## config.mk

```make
export PLATFORM = sky130hd
export DESIGN_NAME = rob_mc
export DESIGN_NICKNAME = d
export VERILOG_FILES = /design/src/rtl/rob_mc.sv
export SDC_FILE = /design/constraint.sdc
export NUM_CORES = 2
export LEC_CHECK = 0
export CAP_MARGIN = 15
export CORE_MARGIN = 5
export CORE_UTILIZATION = 45
export CTS_BUF_LIST = sky130_fd_sc_hd__clkbuf_8
export DETAILED_ROUTE_END_ITERATION = 7
export PLACE_DENSITY_LB_ADDON = 0.1
export REMOVE_ABC_BUFFERS = 1
export SKIP_CTS_REPAIR_TIMING = 1
export SYNTH_ARGS = -nofsm -noshare
export SYNTH_HDL_FRONTEND = slang
export SYNTH_SLANG_ARGS = --single-unit
```

## constraint.sdc

```tcl
create_clock -name clk_in -period 19.4 [get_ports clk_in]
set_input_delay 3.88 -clock clk_in [delete_from_list [all_inputs] [get_ports clk_in]]
set_output_delay 3.88 -clock clk_in [all_outputs]
set_load 0.05 [all_outputs]
```

## src/rtl/rob_mc.sv

```systemverilog
// rob_mc: circular reorder buffer with NUM_WB writeback ports, up to COMMIT_W in-order
// retirements per cycle, and registered flush/resume redirects from BR/JALR retirement.

module rob_mc_sq #(
    parameter int IDX_W    = 4,
    parameter int NUM_WB   = 2,
    parameter int COMMIT_W = 2
) (
    input  logic [IDX_W-1:0]          id,
    input  logic [COMMIT_W-1:0]       cm_valid,
    input  logic [COMMIT_W*IDX_W-1:0] cm_id,
    input  logic [COMMIT_W*32-1:0]    cm_val,
    input  logic [NUM_WB-1:0]         wb_valid,
    input  logic [NUM_WB*IDX_W-1:0]   wb_id,
    input  logic [NUM_WB*32-1:0]      wb_val,
    input  logic                      ent_rdy,
    input  logic [31:0]               ent_val,
    output logic                      rdy,
    output logic [31:0]               val
);
    logic hit;

    // First match wins: commit slots oldest-first, then writeback ports, then the entry.
    always_comb begin
        hit = 1'b0;
        val = ent_val;
        for (int c = 0; c < COMMIT_W; c++) begin
            if (!hit && cm_valid[c] && cm_id[c*IDX_W +: IDX_W] == id) begin
                hit = 1'b1;
                val = cm_val[c*32 +: 32];
            end
        end
        for (int p = 0; p < NUM_WB; p++) begin
            if (!hit && wb_valid[p] && wb_id[p*IDX_W +: IDX_W] == id) begin
                hit = 1'b1;
                val = wb_val[p*32 +: 32];
            end
        end
        rdy = hit || ent_rdy;
    end
endmodule

module rob_mc #(
    parameter int DEPTH    = 16,
    parameter int IDX_W    = 4,
    parameter int NUM_WB   = 2,
    parameter int COMMIT_W = 2
) (
    input  logic                      clk_in,
    input  logic                      rst_in,
    input  logic                      rdy_in,
    output logic                      full,
    output logic [IDX_W:0]            count,
    input  logic                      iss_valid,
    input  logic [1:0]                iss_type,
    input  logic [4:0]                iss_rd,
    input  logic [31:0]               iss_aux,
    output logic [IDX_W-1:0]          iss_id,
    input  logic [NUM_WB-1:0]         wb_valid,
    input  logic [NUM_WB*IDX_W-1:0]   wb_id,
    input  logic [NUM_WB*32-1:0]      wb_val,
    output logic                      st_head,
    input  logic                      st_done,
    output logic [COMMIT_W-1:0]       cm_valid,
    output logic [COMMIT_W*IDX_W-1:0] cm_id,
    output logic [COMMIT_W*5-1:0]     cm_rd,
    output logic [COMMIT_W*32-1:0]    cm_val,
    output logic                      flush,
    output logic                      resume,
    output logic [31:0]               redirect_pc,
    input  logic [IDX_W-1:0]          sq_id1,
    input  logic [IDX_W-1:0]          sq_id2,
    output logic                      sq_rdy1,
    output logic                      sq_rdy2,
    output logic [31:0]               sq_val1,
    output logic [31:0]               sq_val2
);
    localparam logic [1:0] T_BR = 2'd0, T_ST = 2'd1, T_JALR = 2'd2, T_RG = 2'd3;
    localparam logic [IDX_W:0] DEPTH_C = (IDX_W+1)'(DEPTH);

    logic [DEPTH-1:0]        busy_q, done_q;
    logic [DEPTH-1:0][1:0]   type_q;
    logic [DEPTH-1:0][4:0]   rd_q;
    logic [DEPTH-1:0][31:0]  aux_q, val_q;
    logic [IDX_W-1:0]        head_q, tail_q;
    logic [IDX_W:0]          count_q;

    assign count   = count_q;
    assign full    = (count_q == DEPTH_C);
    assign iss_id  = tail_q;
    assign st_head = (count_q != '0) && (type_q[head_q] == T_ST) && done_q[head_q];

    logic                             iss_ok;
    logic [COMMIT_W-1:0]              ret;
    logic [COMMIT_W-1:0][IDX_W-1:0]   slot_idx;
    logic [IDX_W:0]                   n_ret;
    logic                             go, ctl_seen, do_flush, do_resume;
    logic [31:0]                      redir_nxt;

    assign iss_ok = iss_valid && !full;

    // In-order scan from head; a retiring BR/JALR ends the scan so the redirect is unambiguous.
    always_comb begin
        go        = 1'b1;
        ctl_seen  = 1'b0;
        ret       = '0;
        n_ret     = '0;
        do_flush  = 1'b0;
        do_resume = 1'b0;
        redir_nxt = '0;
        for (int k = 0; k < COMMIT_W; k++) begin
            slot_idx[k] = head_q + IDX_W'(k);
            if (go && !ctl_seen && ((IDX_W+1)'(k) < count_q) &&
                busy_q[slot_idx[k]] && done_q[slot_idx[k]] &&
                (type_q[slot_idx[k]] != T_ST || (k == 0 && st_done))) begin
                ret[k] = 1'b1;
                n_ret  = n_ret + (IDX_W+1)'(1);
                if (type_q[slot_idx[k]] == T_BR) begin
                    ctl_seen = 1'b1;
                    if (val_q[slot_idx[k]] != aux_q[slot_idx[k]]) begin
                        do_flush  = 1'b1;
                        redir_nxt = val_q[slot_idx[k]];
                    end
                end else if (type_q[slot_idx[k]] == T_JALR) begin
                    ctl_seen  = 1'b1;
                    do_resume = 1'b1;
                    redir_nxt = val_q[slot_idx[k]];
                end
            end else begin
                go = 1'b0;
            end
        end
    end

    // A registered flush acts as a reset on the following ready edge.
    always_ff @(posedge clk_in) begin
        if (rst_in || (flush && rdy_in)) begin
            busy_q      <= '0;
            done_q      <= '0;
            head_q      <= '0;
            tail_q      <= '0;
            count_q     <= '0;
            cm_valid    <= '0;
            cm_id       <= '0;
            cm_rd       <= '0;
            cm_val      <= '0;
            flush       <= 1'b0;
            resume      <= 1'b0;
            redirect_pc <= '0;
        end else if (rdy_in) begin
            if (iss_ok) begin
                busy_q[tail_q] <= 1'b1;
                done_q[tail_q] <= 1'b0;
                type_q[tail_q] <= iss_type;
                rd_q[tail_q]   <= iss_rd;
                aux_q[tail_q]  <= iss_aux;
                val_q[tail_q]  <= '0;
                tail_q         <= tail_q + IDX_W'(1);
            end
            for (int p = 0; p < NUM_WB; p++) begin
                if (wb_valid[p]) begin
                    done_q[wb_id[p*IDX_W +: IDX_W]] <= 1'b1;
                    val_q[wb_id[p*IDX_W +: IDX_W]]  <= wb_val[p*32 +: 32];
                end
            end
            for (int k = 0; k < COMMIT_W; k++) begin
                if (ret[k]) begin
                    busy_q[slot_idx[k]] <= 1'b0;
                    done_q[slot_idx[k]] <= 1'b0;
                end
                cm_valid[k]              <= ret[k] && (type_q[slot_idx[k]] == T_RG ||
                                                       type_q[slot_idx[k]] == T_JALR);
                cm_id[k*IDX_W +: IDX_W]  <= slot_idx[k];
                cm_rd[k*5 +: 5]          <= rd_q[slot_idx[k]];
                cm_val[k*32 +: 32]       <= (type_q[slot_idx[k]] == T_JALR) ?
                                            aux_q[slot_idx[k]] : val_q[slot_idx[k]];
            end
            head_q      <= head_q + n_ret[IDX_W-1:0];
            count_q     <= count_q + (IDX_W+1)'(iss_ok) - n_ret;
            flush       <= do_flush;
            resume      <= do_resume;
            redirect_pc <= redir_nxt;
        end
    end

    logic [1:0][IDX_W-1:0] sq_id_a;
    logic [1:0]            sq_rdy_a;
    logic [1:0][31:0]      sq_val_a;

    assign sq_id_a = {sq_id2, sq_id1};

    for (genvar g = 0; g < 2; g++) begin : g_sq
        rob_mc_sq #(.IDX_W(IDX_W), .NUM_WB(NUM_WB), .COMMIT_W(COMMIT_W)) u_sq (
            .id       (sq_id_a[g]),
            .cm_valid (cm_valid),
            .cm_id    (cm_id),
            .cm_val   (cm_val),
            .wb_valid (wb_valid),
            .wb_id    (wb_id),
            .wb_val   (wb_val),
            .ent_rdy  (busy_q[sq_id_a[g]] && done_q[sq_id_a[g]]),
            .ent_val  (val_q[sq_id_a[g]]),
            .rdy      (sq_rdy_a[g]),
            .val      (sq_val_a[g])
        );
    end

    assign sq_rdy1 = sq_rdy_a[0];
    assign sq_rdy2 = sq_rdy_a[1];
    assign sq_val1 = sq_val_a[0];
    assign sq_val2 = sq_val_a[1];
endmodule

```

== Yosys cells after proc, flatten, opt, wreduce, memory -nomap -nowiden ==
Cells that the tools add are included.
W data, S select, Z words.

* Output and inout port bits: 195
* Word-level logic and storage cells: 315
* Register bits after elaboration: 1,299
* Input port bits: 126

* $add $sub $neg: 6
* Order comparisons: 14
* Reduce and logical (&&, ||, !) cells: 55
* Bitwise operators: 14
* Muxes and demuxes: 132
* Equality and inequality tests: 18

{| class="wikitable"
|+ Operator list
! cell !! count
|-
| $mux W512 || 7
|-
| $bwmux W512 || 3
|-
| $mux W32 || 27
|-
| $bmux W32 S4 || 6
|-
| $and A512 B512 Y512 || 1
|-
| $not A512 Y512 || 1
|-
| $demux W32 S4 || 3
|-
| $mux W16 || 20
|-
| $and A16 B16 Y16 || 5
|-
| $bwmux W80 || 1
|-
| $ne A32 B32 Y1 || 2
|-
| $not A16 Y16 || 3
|-
| $or A16 B16 Y16 || 3
|-
| $bmux W5 S4 || 2
|-
| $mux W1 || 38
|-
| $logic_and A1 B1 Y1 || 35
|-
| $lt A4 B5 Y1 const B || 7
|-
| $bmux W1 S4 || 8
|-
| $bwmux W32 || 1
|-
| $eq A4 B4 Y1 || 8
|-
| $demux W1 S4 || 5
|-
| $demux W5 S4 || 1
|-
| $ge A4 B1 Y1 const B || 5
|-
| $bmux W2 S4 || 2
|-
| 20 further kinds || 45
|}

== Longest topological paths before layout ==
* Depth in word-level cells: 23
* Mapped depth: 28
* Depth with buffers taken out: 18

== By module ==
Synthesis repeated with hierarchy kept, for this count alone.

* Cells, all modules: 6,839
* Area total of the unflattened synthesis: 84,060.6 um2

{| class="wikitable"
|+ Modules (own cells, without submodules)
! module !! sequential area each (um2) !! instances !! area an instance (um2) !! cells an instance
|-
| rob_mc || 37,375.8 || 1 || 79,879.1 || 6,217
|-
| rob_mc_sq || 0.0 || 2 || 2,090.8 || 311
|}

== Worst setup path after synthesis ==
No wires, ideal clock.

* Path type: input port to flip-flop
* Start: input rdy_in
* End: register aux_q[0] (netlist bit) (enable)
* Library setup time: 0.435 ns
* Setup slack: 0.493 ns
* Arrival time: 18.472 ns
* Cell stages on the path: 5
* Cell sequence: clkbuf_1 > nand2_1 > inv_1 > nand2_1 > nor2_1

* Longest elaborated chain between the ends: 4

{| class="wikitable"
|+ RTL lines
! item !! RTL line !! source
|-
| start: declaration || 51 || <nowiki>input logic rdy_in,</nowiki>
|-
| $logic_and A1 B1 Y1 || 137 || <nowiki>if (rst_in || (flush && rdy_in)) begin</nowiki>
|-
| $logic_or A1 B1 Y1 || 137 ||
|-
| $not A1 Y1 (no line) || -- ||
|-
| $reduce_and A3 Y1 (no line) (*) || -- ||
|-
| end signal: indexed assignment || 156 || <nowiki>aux_q[tail_q] <= iss_aux;</nowiki>
|-
| end: declaration || 84 || <nowiki>logic [DEPTH-1:0][31:0] aux_q, val_q;</nowiki>
|}

Every way passes the cells marked *; elsewhere a longest branch is shown, timed or not.
A chain may end at the register's enable or synchronous reset.

== Worst setup path in the final report ==
* Start: input sq_id2[0]
* End: output sq_val2[8]

* Longest elaborated chain between the ends: 15
* Elaborated cells between the ends (all ways): 23
* Classes of those cells: eq/ne: 4; mux: 9; reduce/logical: 10

{| class="wikitable"
|+ RTL lines
! item !! RTL line !! source
|-
| start: declaration || 72 || <nowiki>input logic [IDX_W-1:0] sq_id2,</nowiki>
|-
| $eq A4 B4 Y1 || 28 || <nowiki>if (!hit && cm_valid[c] && cm_id[c*IDX_W +: IDX_W] == id) begin</nowiki>
|-
| $logic_and A1 B1 Y1 || 28 ||
|-
| $mux W1 || 28 ||
|-
| $logic_not A1 Y1 || 28 ||
|-
| $logic_and A1 B1 Y1 (2 in a row) || 28 ||
|-
| $mux W1 || 28 ||
|-
| $logic_not A1 Y1 || 34 || <nowiki>if (!hit && wb_valid[p] && wb_id[p*IDX_W +: IDX_W] == id) begin</nowiki>
|-
| $logic_and A1 B1 Y1 (2 in a row) || 34 ||
|-
| $mux W1 || 34 ||
|-
| $logic_not A1 Y1 || 34 ||
|-
| $logic_and A1 B1 Y1 (2 in a row) || 34 ||
|-
| $mux W32 (*) || 34 ||
|-
| end: declaration || 76 || <nowiki>output logic [31:0] sq_val2</nowiki>
|}

Every way passes the cells marked *; elsewhere a longest branch is shown, timed or not. The select of a mux whose other input is x is not followed.

==> results.cfg <==
[outcome]
status = finished, violations left
violations = DRC

[yosys]
synth_edf_count = 1136
synthCells = 6364
synth_cell_types = 49
ys_async_sr_fraction_pct = 0
synth_top_cell_area_share_pct = 42.0
synthMuxAreaShare_pct = 28.9
synth_top_family_by_area = multiplexers
synthXorXnorAreaFrac_pct = 1.13
synth_area_leaders = edfxtp_1 42%, mux4_2 24%, mux2i_1 5.0%
synthesis.area_um2 = 81200
yosysMostFrequentCell = edfxtp_1
synth-simple-area-share_pct = 6.83
synthAdderAreaFrac_pct = 0.388
ys_seq_elements = 1299
yosysWarningCount = 0
synth_top_cell_by_area = edfxtp_1
synth_flop_cell = edfxtp_1
synth_commonest_cells = 1136 x edfxtp_1, 862 x mux4_2, 612 x nand2_1
synth_compound_area_share_pct = 12.7
synth.yosys.seq_area_share_pct = 46.0
avgSynthCellArea_um2 = 12.8

[setup_path]
startpoint = sq_id2[0]
arrival_ns = 8.90
start_kind = input pin
path_max_fanout = 59
crit_required_ns = 15.52
path_class = input pin to output pin
endpoint_kind = output pin
rr_startpoint = head_q[1]

[timing]
fin_tns_setup_ns = 0
setup_viol_count_final = 0
rsz0062_at_grt = no
drv_slew = 0
fin_crit_ns = 12.78
hold_violations = 0
maxSlewHeadroom_pct = 12.2
clock_skew_ns = 0.0811
fin_ws_ns = 6.62
worstMarginPinSlew_ns = 1.31
max_freq_mhz = 78.3
min_period_over_period_pct = 65.9

[power]
irDropWorstVdd_mv = 0.0627
power_leakage_nw = 29.5
powerDensity_nw_per_um2 = 77.1
total_power_mw = 7.02

[clocking]
clk_pin_slew_ns = 0.06
cts_tree = built
clk_latency_ns = 1.05
clock_sinks = 1299
cts_buffers = 228
cts-root-buf = clkbuf_8
h-tree-depth = 4
clk_path_buf_depth = 3

[place]
dpl.hpwl_mm = 199
dpl_cell_area_um2 = 86300
dp_slack_ns = 6.86
portBuffers = 320
place.gp.congestion = 0.922

[detailed_routing]
drc = 1
via_count = 65000
firstDrtPassIters = 8
drt-initial-drc-count = 10200
finalWirelength_mm = 350
drtAntennaViolNets = 0
via_per_inst = 7.28
detail_route.wl_per_cell_um = 39.3

[worst_hold_path]
hold_start = resume
hold_path_class = register to register

[layout]
fillers = 15600
area_delta_synth_final_pct = 12.1
nets = 6489
layout-drive-gt1-share_pct = 22.4
fin_area_um2 = 91000
utilization_pct = 50.5

[global_route]
use_met3_pct = 10.2
grt_pass1_wl_mm = 486
met1_usage_pct = 44.9
globalRouteOverflowTotal = 0
antenna_found_initial = 22
grt_pass1_vias = 62500
met2_usage_pct = 54.4
grt_max_degree = 100
gr-max-usage-layer = met2
grt.total_usage_pct = 36.0

[floorplanning]
core_area_um2 = 180000
fp-row-count = 156
die_h_um = 435
die_x_um = 435
io_pins = 321
dieArea_um2 = 189000
initial_core_util_pct = 45.1

[job]
drv_cap = 0
placed cells by master, fill, tap and decap left out, types with 7 or more instances in the layout:
cell type           n
clkinv_1           47
a21oi_4            17
a31oi_1            33
o22ai_1            25
nor3_1             20
nor3_2              8
mux4_2            862
dfxtp_1           161
o21ai_1             8
nor2_4             41
bufinv_16          16
buf_12              7
xor2_1             25
diode_2            16
nor2b_1            69
inv_1              82
a21oi_1            73
a221oi_1          208
ha_1               21
a22oi_1           448
o21ai_0           516
nand4_1            16
clkbuf_8          244
xnor2_1            77
nand3_1            43
nor4_2              8
buf_4             169
nand2b_1            9
mux2i_1           404
a211oi_1          199
a21o_1             17
clkinv_2           38
edfxtp_1         1136
clkdlybuf4s50_1   311
and2_1              9
nor2_1            485
nand2_1           609
final timing paths:
| path | cells past startpoint | slack [ns] | to |
|---|---|---|---|
| setup / recovery | 10 | 6.62 | sq_val2[8] |
| hold / removal | 2 | 0.49 | resume |
| setup reg to reg | 14 | 10.98 | redirect_pc[2] |
| hold reg to reg | 2 | 0.49 | resume |
cell type report:
| cell class | count | area (µm²) | area share, % |
|---|---|---|---|
| antenna | 16 | 40.0 | 0.0440 |
| clock buffer | 244 | 3360 | 3.69 |
| clock inverter | 183 | 1330 | 1.46 |
| inverter | 19 | 78.8 | 0.0866 |
| multi-input combinational | 4296 | 41300 | 45.3 |
| sequential | 1299 | 37400 | 41.1 |
| tap | 2370 | 2970 | 3.26 |
| timing repair buffer | 495 | 4620 | 5.07 |
logic make-up (layout without fill, tap and decap cells):
kind of cell	after synthesis	count (layout)
flip-flops	1299	1299
adder cells (fa/ha/maj)	24	24
other	0	16
AND/OR/NAND/NOR	1350	1350
buffers and inverters	769	941
AO/OA/AOI/OAI	1551	1551
XOR/XNOR	104	104
multiplexers	1267	1267
flip-flops by register name, indices dropped and copies added (netlist names):
signal / flops
cm_valid: 2
cm_val: 64
busy_q: 16
iss_id: 4
type_q: 32
rd_q: 80
redirect_pc: 32
done_q: 16
aux_q: 512
val_q: 512
count: 5
head_q: 4
flush: 1
cm_rd: 10
resume: 1
cm_id: 8
critical path, cell delays in order:
cell             delay [ns]
buf_8                  0.50
buf_12                 0.48
xor2_1                 0.14
nor4_2                 0.81
buf_4                  0.51
buf_4                  0.60
nor4_2                 0.09
buf_4                  0.29
o21ai_0                0.33
clkdlybuf4s50_1        0.86
report_power, final:
group / switching (mW) / total (mW) / internal [mW]
Combinational: 0.690 / 1.10 / 0.414
Clock: 1.29 / 2.68 / 1.39
Sequential: 0.104 / 3.24 / 3.13
per-layer routing:
metal	up-vias	share of wire, %
li1	25600	-
met1	32700	35
met2	5404	44
met3	1325	13
met4	12	8.2
met5	-	0.022
metrics by stage:
| stage | cells | hold slack (ns) |
|---|---|---|
| 2_1_floorplan | 5614 | 0.444 |
| 3_3_place_gp | 8476 | 0.455 |
| 3_5_place_dp | 8479 | 0.469 |
| 4_1_cts | 8906 | 0.484 |
| 5_1_grt | 8913 | 0.504 |
| 6_report | 8922 | 0.487 |
Power figures use the tool's default switching activity.
